===== src/rtl/shift_add_ctrl_pkg.sv =====
// ============================================================================
//  Module      : shift_add_pkg
//  Description : Shared state encoding and defaults for the shift-and-add
//                multiplier controller.
//  Revision    : 1.0 - initial release
// ============================================================================
`default_nettype none

package shift_add_pkg;

   localparam int DEFAULT_WIDTH = 8;

   localparam logic [2:0] ENC_IDLE  = 3'd0;
   localparam logic [2:0] ENC_LOAD  = 3'd1;
   localparam logic [2:0] ENC_TEST  = 3'd2;
   localparam logic [2:0] ENC_ADD   = 3'd3;
   localparam logic [2:0] ENC_SHIFT = 3'd4;
   localparam logic [2:0] ENC_DONE  = 3'd5;

   typedef enum logic [2:0] {
      ST_IDLE  = ENC_IDLE,
      ST_LOAD  = ENC_LOAD,
      ST_TEST  = ENC_TEST,
      ST_ADD   = ENC_ADD,
      ST_SHIFT = ENC_SHIFT,
      ST_DONE  = ENC_DONE
   } state_t;

   // Busy covers every state in which the datapath is being sequenced.
   function automatic logic state_is_busy(input state_t s);
      return (s == ST_LOAD) || (s == ST_TEST) || (s == ST_ADD) || (s == ST_SHIFT);
   endfunction

endpackage

`default_nettype wire


===== src/rtl/shift_add_ctrl_if.sv =====
// ============================================================================
//  Module      : shift_add_ctrl_if
//  Description : Requester/datapath handshake bundle for shift_add_ctrl.
//  Revision    : 1.0 - initial release
// ============================================================================
`default_nettype none

interface shift_add_ctrl_if
   import shift_add_pkg::*;
#(
   parameter int WIDTH = DEFAULT_WIDTH
);
   localparam int CW = $clog2(WIDTH);

   logic          start;
   logic          ack;
   logic          mplr_lsb;
   logic          mplr_zero;
   logic          load;
   logic          add_en;
   logic          shift_en;
   logic          busy;
   logic          done;
   logic [CW-1:0] count;

   modport master (
      output start, ack, mplr_lsb, mplr_zero,
      input  load, add_en, shift_en, busy, done, count
   );

   modport slave (
      input  start, ack, mplr_lsb, mplr_zero,
      output load, add_en, shift_en, busy, done, count
   );

endinterface

`default_nettype wire


===== src/rtl/shift_add_ctrl_iter_counter.sv =====
// ============================================================================
//  Module      : iter_counter
//  Description : Iteration counter with clear, increment and a terminal flag
//                at WIDTH-1; saturates at the terminal value.
//  Revision    : 1.0 - initial release
// ============================================================================
`default_nettype none

module iter_counter
   import shift_add_pkg::*;
#(
   parameter int WIDTH = DEFAULT_WIDTH,
   parameter int CW    = $clog2(WIDTH)
) (
   input  logic          clk,
   input  logic          reset,
   input  logic          clr,
   input  logic          inc,
   output logic [CW-1:0] count,
   output logic          term
);

   localparam logic [CW-1:0] TERM_VAL = CW'(WIDTH - 1);

   logic [CW-1:0] count_d;
   logic [CW-1:0] count_q;

   always_comb begin
      count_d = count_q;
      if (clr) begin
         count_d = '0;
      end else if (inc && (count_q != TERM_VAL)) begin
         count_d = count_q + 1'b1;
      end
   end

   always_ff @(posedge clk) begin
      if (reset) begin
         count_q <= '0;
      end else begin
         count_q <= count_d;
      end
   end

   assign count = count_q;
   assign term  = (count_q == TERM_VAL);

endmodule

`default_nettype wire


===== src/rtl/shift_add_ctrl.sv =====
// ============================================================================
//  Module      : shift_add_ctrl
//  Description : Moore controller for a WIDTH-bit sequential shift-and-add
//                multiplier. Define SHIFT_ADD_CTRL_EARLY_TERM_EN to finish as
//                soon as the remaining multiplier bits are all zero.
//  Revision    : 1.0 - initial release
// ============================================================================
`default_nettype none

module shift_add_ctrl
   import shift_add_pkg::*;
#(
   parameter int WIDTH = DEFAULT_WIDTH
) (
   input  logic            clk,
   input  logic            reset,
   shift_add_ctrl_if.slave bus
);

   localparam int CW = $clog2(WIDTH);

`ifdef SHIFT_ADD_CTRL_EARLY_TERM_EN
   localparam bit EARLY_TERM = 1'b1;
`else
   localparam bit EARLY_TERM = 1'b0;
`endif

   state_t        state_d;
   state_t        state_q;
   logic          load_d;
   logic          load_q;
   logic          add_en_d;
   logic          add_en_q;
   logic          shift_en_d;
   logic          shift_en_q;
   logic          busy_d;
   logic          busy_q;
   logic          done_d;
   logic          done_q;
   logic          early_done;
   logic          cnt_clr;
   logic          cnt_inc;
   logic          cnt_term;
   logic [CW-1:0] cnt_value;

   assign early_done = EARLY_TERM && bus.mplr_zero;

   always_comb begin
      state_d = state_q;
      case (state_q)
         ST_IDLE:  if (bus.start) state_d = ST_LOAD;
         ST_LOAD:  state_d = ST_TEST;
         ST_TEST: begin
            if (early_done) begin
               state_d = ST_DONE;
            end else if (bus.mplr_lsb) begin
               state_d = ST_ADD;
            end else begin
               state_d = ST_SHIFT;
            end
         end
         ST_ADD:   state_d = ST_SHIFT;
         ST_SHIFT: state_d = cnt_term ? ST_DONE : ST_TEST;
         ST_DONE:  if (bus.ack) state_d = ST_IDLE;
         default:  state_d = ST_IDLE;
      endcase
   end

   // Outputs are decoded from the next state so the registered copies line
   // up exactly with the state they belong to.
   always_comb begin
      load_d     = (state_d == ST_LOAD);
      add_en_d   = (state_d == ST_ADD);
      shift_en_d = (state_d == ST_SHIFT);
      busy_d     = state_is_busy(state_d);
      done_d     = (state_d == ST_DONE);
   end

   // Returning to IDLE zeroes count so every output reads 0 while idle.
   always_comb begin
      cnt_clr = (state_d == ST_IDLE) || (state_q == ST_LOAD);
      cnt_inc = (state_q == ST_SHIFT);
   end

   always_ff @(posedge clk) begin
      if (reset) begin
         state_q    <= ST_IDLE;
         load_q     <= 1'b0;
         add_en_q   <= 1'b0;
         shift_en_q <= 1'b0;
         busy_q     <= 1'b0;
         done_q     <= 1'b0;
      end else begin
         state_q    <= state_d;
         load_q     <= load_d;
         add_en_q   <= add_en_d;
         shift_en_q <= shift_en_d;
         busy_q     <= busy_d;
         done_q     <= done_d;
      end
   end

   iter_counter #(
      .WIDTH (WIDTH),
      .CW    (CW)
   ) u_iter_counter (
      .clk   (clk),
      .reset (reset),
      .clr   (cnt_clr),
      .inc   (cnt_inc),
      .count (cnt_value),
      .term  (cnt_term)
   );

   assign bus.load     = load_q;
   assign bus.add_en   = add_en_q;
   assign bus.shift_en = shift_en_q;
   assign bus.busy     = busy_q;
   assign bus.done     = done_q;
   assign bus.count    = cnt_value;

endmodule

`default_nettype wire

===== src/flat_wrapper.sv =====
// flat-port wrapper written by rule: the top's interface ports become plain ports
module shift_add_ctrl_flat import shift_add_pkg::*;
#(
   parameter int WIDTH = DEFAULT_WIDTH
)
  (clk, reset, bus_start, bus_ack, bus_mplr_lsb, bus_mplr_zero, bus_load, bus_add_en, bus_shift_en, bus_busy, bus_done, bus_count);
  shift_add_ctrl_if #(.WIDTH(WIDTH)) bus_i ();
  input  logic clk;
  input  logic reset;
  input wire logic [$bits(bus_i.start)-1:0] bus_start;
  input wire logic [$bits(bus_i.ack)-1:0] bus_ack;
  input wire logic [$bits(bus_i.mplr_lsb)-1:0] bus_mplr_lsb;
  input wire logic [$bits(bus_i.mplr_zero)-1:0] bus_mplr_zero;
  output wire logic [$bits(bus_i.load)-1:0] bus_load;
  output wire logic [$bits(bus_i.add_en)-1:0] bus_add_en;
  output wire logic [$bits(bus_i.shift_en)-1:0] bus_shift_en;
  output wire logic [$bits(bus_i.busy)-1:0] bus_busy;
  output wire logic [$bits(bus_i.done)-1:0] bus_done;
  output wire logic [$bits(bus_i.count)-1:0] bus_count;
  assign bus_i.start = bus_start;
  assign bus_i.ack = bus_ack;
  assign bus_i.mplr_lsb = bus_mplr_lsb;
  assign bus_i.mplr_zero = bus_mplr_zero;
  assign bus_load = bus_i.load;
  assign bus_add_en = bus_i.add_en;
  assign bus_shift_en = bus_i.shift_en;
  assign bus_busy = bus_i.busy;
  assign bus_done = bus_i.done;
  assign bus_count = bus_i.count;
  shift_add_ctrl #(.WIDTH(WIDTH)) u_core (.clk(clk), .reset(reset), .bus(bus_i));
endmodule

===== config.mk =====
export PLATFORM = sky130hd
export DESIGN_NAME = shift_add_ctrl_flat
export DESIGN_NICKNAME = d
export VERILOG_FILES = /design/src/rtl/shift_add_ctrl_pkg.sv /design/src/rtl/shift_add_ctrl_if.sv /design/src/rtl/shift_add_ctrl_iter_counter.sv /design/src/rtl/shift_add_ctrl.sv /design/src/flat_wrapper.sv
export SDC_FILE = /design/constraint.sdc
export NUM_CORES = 1
export LEC_CHECK = 0
export CAP_MARGIN = 0
export CORE_AREA = 2 2 39 41
export DETAILED_ROUTE_END_ITERATION = 8
export DIE_AREA = 0 0 41 43
export MAX_ROUTING_LAYER = met4
export PLACE_DENSITY = 0.68
export SLEW_MARGIN = 20
export SYNTH_ARGS = -nofsm -noshare
export SYNTH_HDL_FRONTEND = slang
export SYNTH_HIERARCHICAL = 1
export SYNTH_SLANG_ARGS = --single-unit

===== constraint.sdc =====
create_clock -name clk -period 2.3 [get_ports clk]
set_clock_uncertainty 0.1 [all_clocks]
set_input_delay 0.46 -clock clk [delete_from_list [all_inputs] [get_ports clk]]
set_output_delay 0.46 -clock clk [all_outputs]
set_load 0.03 [all_outputs]

Yosys cells after proc, flatten, opt, wreduce, memory -nomap -nowiden
Index checks and enable logic that the tools add are counted.
- register bits after elaboration: 11
- input bits: 6
- output and inout bits: 8
- logic and storage cells: 33
- add/subtract/negate cells: 1
- equality and inequality tests: 12
- mux-type cells: 5
- reductions and logical operators: 8
- operators by type and width (operator ; number):
    $pmux W3 S6 ; 1
    $eq A3 B3 Y1 const B ; 5
    $eq A3 B2 Y1 const B ; 4
    $mux W3 ; 4
    $eq A3 B1 Y1 const B ; 2
    $logic_not A3 Y1 ; 2
    $logic_or A1 B1 Y1 ; 4
    $add A3 B1 Y3 const B ; 1
    $ne A3 B3 Y1 const B ; 1
    $reduce_or A2 Y1 ; 1
    $logic_and A1 B1 Y1 ; 1

Logic depth before layout (Yosys ltp)
Gate-level depths: netlist of the first run.
- depth in word-level cells: 7
- depth in mapped cells: 6
- gate-level depth less buffers: 5

Cells and area by module
Netlist of the first run, hierarchy kept.
- modules (own cells, without submodules) (module ; times used ; cells each ; area an instance (um2)):
    shift_add_ctrl ; 1 ; 44 ; 396.6
    iter_counter ; 1 ; 12 ; 142.6

Worst setup path before layout of the first run
Ideal clock, no wire load.
- kind: flip-flop to flip-flop
- start point: reg u_core.u_iter_counter.count_q[0], in the netlist u_core/u_iter_counter/count[0]
- end point: reg u_core.load_q, in the netlist u_core/bus.load
- arrival: 1.446 ns
- required time: 2.063 ns
- slack: 0.617 ns
- stages on the path, launching flop included: 6
- buffers on the path: 0
- cells stage by stage: dfxtp_1 ha_1 ha_1 and2b_2 o211ai_1 a221oi_2
- word-level cells in the longest chain between the ends: 4
- ends and longest elaborated chain (item ; line ; RTL):
    from (decl) ; shift_add_ctrl_iter_counter.sv:26 ; logic [CW-1:0] count_q;
    from (signal assigned) ; shift_add_ctrl_iter_counter.sv:41 ; count_q <= count_d;
    $eq A3 B3 Y1 ; shift_add_ctrl_iter_counter.sv:46 ; assign term = (count_q == TERM_VAL);
    via u_core.cnt_term ; shift_add_ctrl.sv:43 ; logic cnt_term;
    $mux W3 ; shift_add_ctrl.sv:63 ; ST_SHIFT: state_d = cnt_term ? ST_DONE : ST_TEST;
    $pmux W3 S6 ; shift_add_ctrl.sv:50 ; case (state_q)
    $eq A3 B1 Y1 ; shift_add_ctrl.sv:72 ; load_d = (state_d == ST_LOAD);
    to (signal assigned) ; shift_add_ctrl.sv:95 ; load_q <= load_d;
    to (decl) ; shift_add_ctrl.sv:31 ; logic load_q;
The timed path passes the listed nets, and every way through them passes these cells.
A chain may end at the register's enable or synchronous reset.

Worst setup path after layout of the first run
- start point: reg u_core.u_iter_counter.count_q[0], in the netlist u_core/u_iter_counter/count[0]
- end point: out bus_count[0]
- RTL lines (item ; line ; RTL):
    to (decl) ; flat_wrapper.sv:19 ; output wire logic [$bits(bus_i.count)-1:0] bus_count;
No word-level cell between the ends.

==> results of run 1 <==
-- kinds of logic (layout without fill, tap and decap cells) --
logic type	count (synthesis)	after routing	share of synthesized area, %
and+or+nand+nor	25	25	29.9
DFF	11	11	40.8
AOI/OAI and AO/OA	8	8	10.9
buffers and inverters	6	20	6.50
muxes	3	3	5.57
adders and majority gates	2	2	4.64
xor gates and xnor gates	1	1	1.62
-- synthesized netlist by cell type, types with 2 or more instances --
library cell  count
a21oi_1           3
and2b_2           3
dfxtp_1          11
ha_1              2
inv_1             3
mux2i_1           3
nand2_1           3
nor2_1            4
nor3_1            6
-- state kept, by name, summed over array words and instances, names as in the netlist --
name and flops:
u_core/state_q 3, u_core/u_iter_counter/count 3, u_core/bus.add_en 1, u_core/bus.busy 1, u_core/bus.done 1, u_core/bus.load 1
u_core/bus.shift_en 1
-- stage by stage --
step | hold slack (ns) | setup WS (ns) | instances | utilization (%)
finish | 0.445 | 0.432 | 86 | 49.8
global route | 0.489 | 0.383 | 86 | 49.8
CTS | 0.453 | 0.411 | 86 | 49.8
detailed placement | 0.441 | 0.350 | 82 | 47.9
global placement | 0.429 | 0.346 | 82 | 47.9
floorplan | 0.419 | 0.617 | 56 | -
-- worst paths after layout --
| kind | from | to | slack [ns] | cells past startpoint |
|---|---|---|---|---|
| max | u_core/u_iter_counter/count[0] | bus_count[0] | 0.43 | 1 |
| min reg2reg | u_core/u_iter_counter/count[2] | u_core/u_iter_counter/count[2] | 0.44 | 2 |
| min | u_core/u_iter_counter/count[2] | u_core/u_iter_counter/count[2] | 0.44 | 2 |
| max reg2reg | u_core/u_iter_counter/count[0] | u_core/bus.load | 0.65 | 5 |
-- placed cells by master (no fill, tap or decap), types with 2 or more instances in the layout --
cell type        netlist  final
a21oi_1                3      3
and2b_2                3      3
clkbuf_4               0      3
clkdlybuf4s50_1        0     12
dfxtp_1               11     11
ha_1                   2      2
inv_1                  3      3
mux2i_1                3      3
nand2_1                3      3
nor2_1                 4      4
nor3_1                 6      6
-- per-layer routing --
metal	share of wire (%)	routed length [um]	GRT usage (%)
met4	0.62	6	8.67
met5	0	0	-
met1	46	439	17.5
met2	47	450	20.6
met3	6.8	65	4.19
-- power groups by stage --
stage | clock (mW) | sequential, mW | combinational (mW)
2_1_floorplan | 0 | 0.217 | 0.0450
3_3_place_gp | 0 | 0.215 | 0.0693
3_5_place_dp | 0 | 0.215 | 0.0693
4_1_cts | 0.134 | 0.210 | 0.0699
5_1_grt | 0.143 | 0.213 | 0.0768
6_report | 0.126 | 0.211 | 0.0700
-- final cells by class --
cell class / instances / share of cell area [%]
inverter: 3 / 1.63
tap: 16 / 2.90
multi-input combinational: 39 / 41.2
clock buffer: 4 / 3.81
sequential: 11 / 31.9
timing repair buffer: 13 / 18.5
==> metrics.txt, run 1 <==
H-tree depth 1; PwrDens approximately 590 nW/um^2; Final GP Congestion 0.858; Final Instance Area just under 700 um^2; status complete, no violations; synth warn 6; drt pass-1 iters 4; Worst-path clk slew roughly 0.070 ns; CTS tree yes; vias in the first global route ~440; I/O Buffers 12; Crit Path Max Fanout 3; DP Area around 660 um^2; Post-synth EDFFs 0; Pwr Total between 0.4 and 0.5 mW; I/O pin count 14; area of the multi-input gates 284 um^2; Inserted Clock Buffers 3; Die Wd ~41 um; Slew @ Worst Pin around 0.42 ns; final count of hold timing violations 0; fmax about 540 MHz; switching share of power between 20% and 30%; synthesized area 539 um^2; period utilization around four fifths; Hold Path Class reg -> reg; Final Max Slew Viols 0; CP required between 1.5 and 2 ns; Die Span Y 43 um; worst skew pair latency 0.26 ns; DRC 0; first-pass GRT wire length between 1500 and 2000 um; hpwl dp slightly below 700 um; number of core rows 14; share of layout cells above drive strength 1 roughly 16%; antenna cell count 0; root buf cell clkbuf_4; P&R area growth vs syn 27.8%; CP Data Arrival Time roughly 1.3 ns; Via-to-Cell Ratio ~5; area share of the largest cell type after synthesis about 40%; min cycle time layout 1.87 ns; grt ovf 0; GRT Resource Usage Total 14.6%; fill cell count around 140; number of library cell types mapped by synthesis 27; CP bufs+invs 1; Gate power share between 10% and 20%; CTS Hold Buffers Added 0; CP Cell Sequence clkdlybuf4s50_1; CP Capture Type output port; postcts setup bufs 0; Vias 431; part of the power in registers between 50% and 60%; initial antenna violation count 0; slowest stage cell on the critical path clkdlybuf4s50_1; Register Area 220 um^2; P_int ~0.3 mW; most common flop cell mapped by yosys dfxtp_1; core area ~1400 um^2; Static Leak about 0.28 nW; relative slew slack 71.9%; FF+latch count, synth 11; WS Path Type reg -> out; Cells after Synth between 50 and 60; Max Cap Viol 0; CP top delay family buffers and inverters; clock sink total 11; post-synth top area cell dfxtp_1; Clk pwr share a little under a third; crit start category flip-flop; final WL 962 um; CP max stage delay roughly 0.68 ns; post-route ant nets 0; Sw Pwr approximately 0.10 mW; DRT iter0 DRCs 5; full die area approximately 1800 um^2; # setup viols final 0; Starting Density between 30% and 40%; Mapped Avg Cell Area between 9 and 10 um^2; largest net degree at the start of global routing 12; Layout Nets 79; Async S/R FF share, synth 0%; clock buffer depth 2; setup_tns 0 ns; Max IR drop VDD between 200 and 300 uV; Syn Nets 64; post_cts resized 0; Wirelength per Cell 11.2 um; RSZ-0062 raised after global routing no; sequential fraction of the synthesis area between 40% and 50%; largest cells by area after synthesis dfxtp_1 (41%), mux2i_1 (5.6%), nor3_1 (5.6%), and2b_2 (4.9%), ha_1 (4.6%)
Note: power is estimated with default switching activity, not from simulation.
==> run 2: changes to the inputs <==
Clock period 2.3 ns to 1.73 ns, I/O delays scaled along.
==> run 2 against run 1 <==
Setup slack worse by 0.39 ns; core utilization grew 2.6 points; sequential power grew 31%; sequential share of layout area is 1.6 points lower; hold slack about the same; flip-flop and latch count is the same; combinational power grew 46%.
==> metrics.txt, run 2 (synthesized netlist as in run 1, its figures left out) <==
Max Cap Viol 0; R2R setup slack around 0.16 ns; root buf cell clkbuf_4; Hold Path Class reg -> reg; status complete, no violations; most common library cell in the layout ignoring fill and taps dfxtp_1; share of layout cells above drive strength 1 a little over a fifth; GRT Max-Usage Layer met1; CTS Hold Buffers Added 0; PwrDens between 700 and 800 nW/um^2; Max IR drop VDD approximately 410 uV; post_cts resized 3; crit start category flip-flop; Die Span Y around 43 um; Layout Nets between 80 and 90; Via-to-Cell Ratio between 4 and 5; first-pass GRT wire length about 1600 um; I/O Buffers 12; Vias 436; most frequent cells in the layout dfxtp_1 (11), clkdlybuf4s50_1 (8), nor3_1 (6), buf_4 (6), nor2_1 (4); final count of hold timing violations 0; hpwl dp about 740 um; initial antenna violation count 0; Static Leak between 0.3 and 0.4 nW; Gate power share around a fifth; CP Capture Type output port; postcts setup bufs 0; CP bufs+invs 1; RSZ-0062 raised after global routing no; Inserted Clock Buffers 3; part of the power in registers between 50% and 60%; Slew @ Worst Pin about 0.42 ns; clock buffer depth 2; switching share of power approximately 26%; Die Wd roughly 40 um; min cycle time layout about 1.7 ns; DRT iter0 DRCs 6; Final Instance Area between 700 and 800 um^2; Crit Path Max Fanout 1; H-tree depth 1; Starting Density about two fifths; CP Cell Sequence clkdlybuf4s50_1; P&R area growth vs syn 34.6%; GRT Resource Usage Total about 14%; DP Area around 700 um^2; Final Max Slew Viols 0; slowest stage cell on the critical path clkdlybuf4s50_1; period utilization 97.3%; # setup viols final 0; CP max stage delay between 0.6 and 0.7 ns; fmax between 500 and 600 MHz; met3 Usage GRT 3.14%; Sw Pwr approximately 0.14 mW; GR Util met1 between 10% and 20%; core area ~1400 um^2; Worst-path clk slew 0.07 ns; Final GP Congestion roughly 0.84; clock sink total 11; vias in the first global route between 300 and 400; DRC 0; full die area 1760 um^2; drt pass-1 iters 4; M2 GR Usage 18.4%; Clk pwr share a little under a third; relative slew slack 71.4%; setup_tns 0 ns; CP top delay family buffers and inverters; worst skew pair latency between 0.2 and 0.3 ns; I/O pin count 14; number of core rows 14; final WL 951 um; CTS tree yes; P_int 0.408 mW; CP Data Arrival Time around 1.2 ns; largest net degree at the start of global routing 12; WS Path Type reg -> out; antenna cell count 0; post-route ant nets 0; grt ovf 0; Wirelength per Cell roughly 10 um; CP required 1.28 ns
-- run 2: worst register-to-register path: stages, from the launching register on --
cell and delay (ns):
dfxtp_1 0.33, ha_1 0.20, ha_1 0.23, nor4b_1 0.40, nor3_1 0.12, a21oi_1 0.13
-- run 2: layout make-up --
type | instances | area (um^2)
well taps | 16 | 20.0
repair buffers | 18 | 164
inverters | 3 | 11.3
multi-input cells | 39 | 284
fillers | 142 | 658
flip-flops and latches | 11 | 220
clock buffers | 4 | 26.3
-- run 2: metal layers --
metal / wire length [um] / vias up
met2: 438 / 14
met5: 0 / -
met3: 58 / 0
met1: 454 / 190
li1: - / 232
met4: 0 / 0
-- run 2: power by group through the flow --
stage | Sequential, mW | Combinational, mW | Clock, mW
2_1_floorplan | 0.289 | 0.0598 | 0
3_3_place_gp | 0.283 | 0.103 | 0
3_5_place_dp | 0.283 | 0.103 | 0
4_1_cts | 0.277 | 0.103 | 0.180
5_1_grt | 0.279 | 0.112 | 0.191
6_report | 0.277 | 0.102 | 0.172
-- run 2: final timing paths --
check / from / to / cells past startpoint
max: u_core/bus.busy / bus_busy / 1
min: u_core/u_iter_counter/count[1] / u_core/u_iter_counter/count[1] / 2
max reg2reg: u_core/u_iter_counter/count[0] / u_core/bus.add_en / 5
min reg2reg: u_core/u_iter_counter/count[1] / u_core/u_iter_counter/count[1] / 2
-- run 2: through the flow --
stage / cells / hold WS [ns] / setup slack [ns] / power, mW / util (%)
floorplan: 56 / 0.315 / 0.0471 / 0.349 / -
global placement: 87 / 0.428 / -0.0634 / 0.385 / 50.6
detailed placement: 87 / 0.435 / -0.0695 / 0.386 / 50.6
CTS: 91 / 0.447 / 0.0322 / 0.560 / 52.3
global route: 91 / 0.484 / 0.0165 / 0.582 / 52.4
finish: 91 / 0.445 / 0.0460 / 0.551 / 52.4
==> run 3: changes to the inputs <==
Settings changed: GPL_ROUTABILITY_DRIVEN set to 1.
==> results of run 3 <==
Final layout, timing and power as in run 2 (identical DEF).
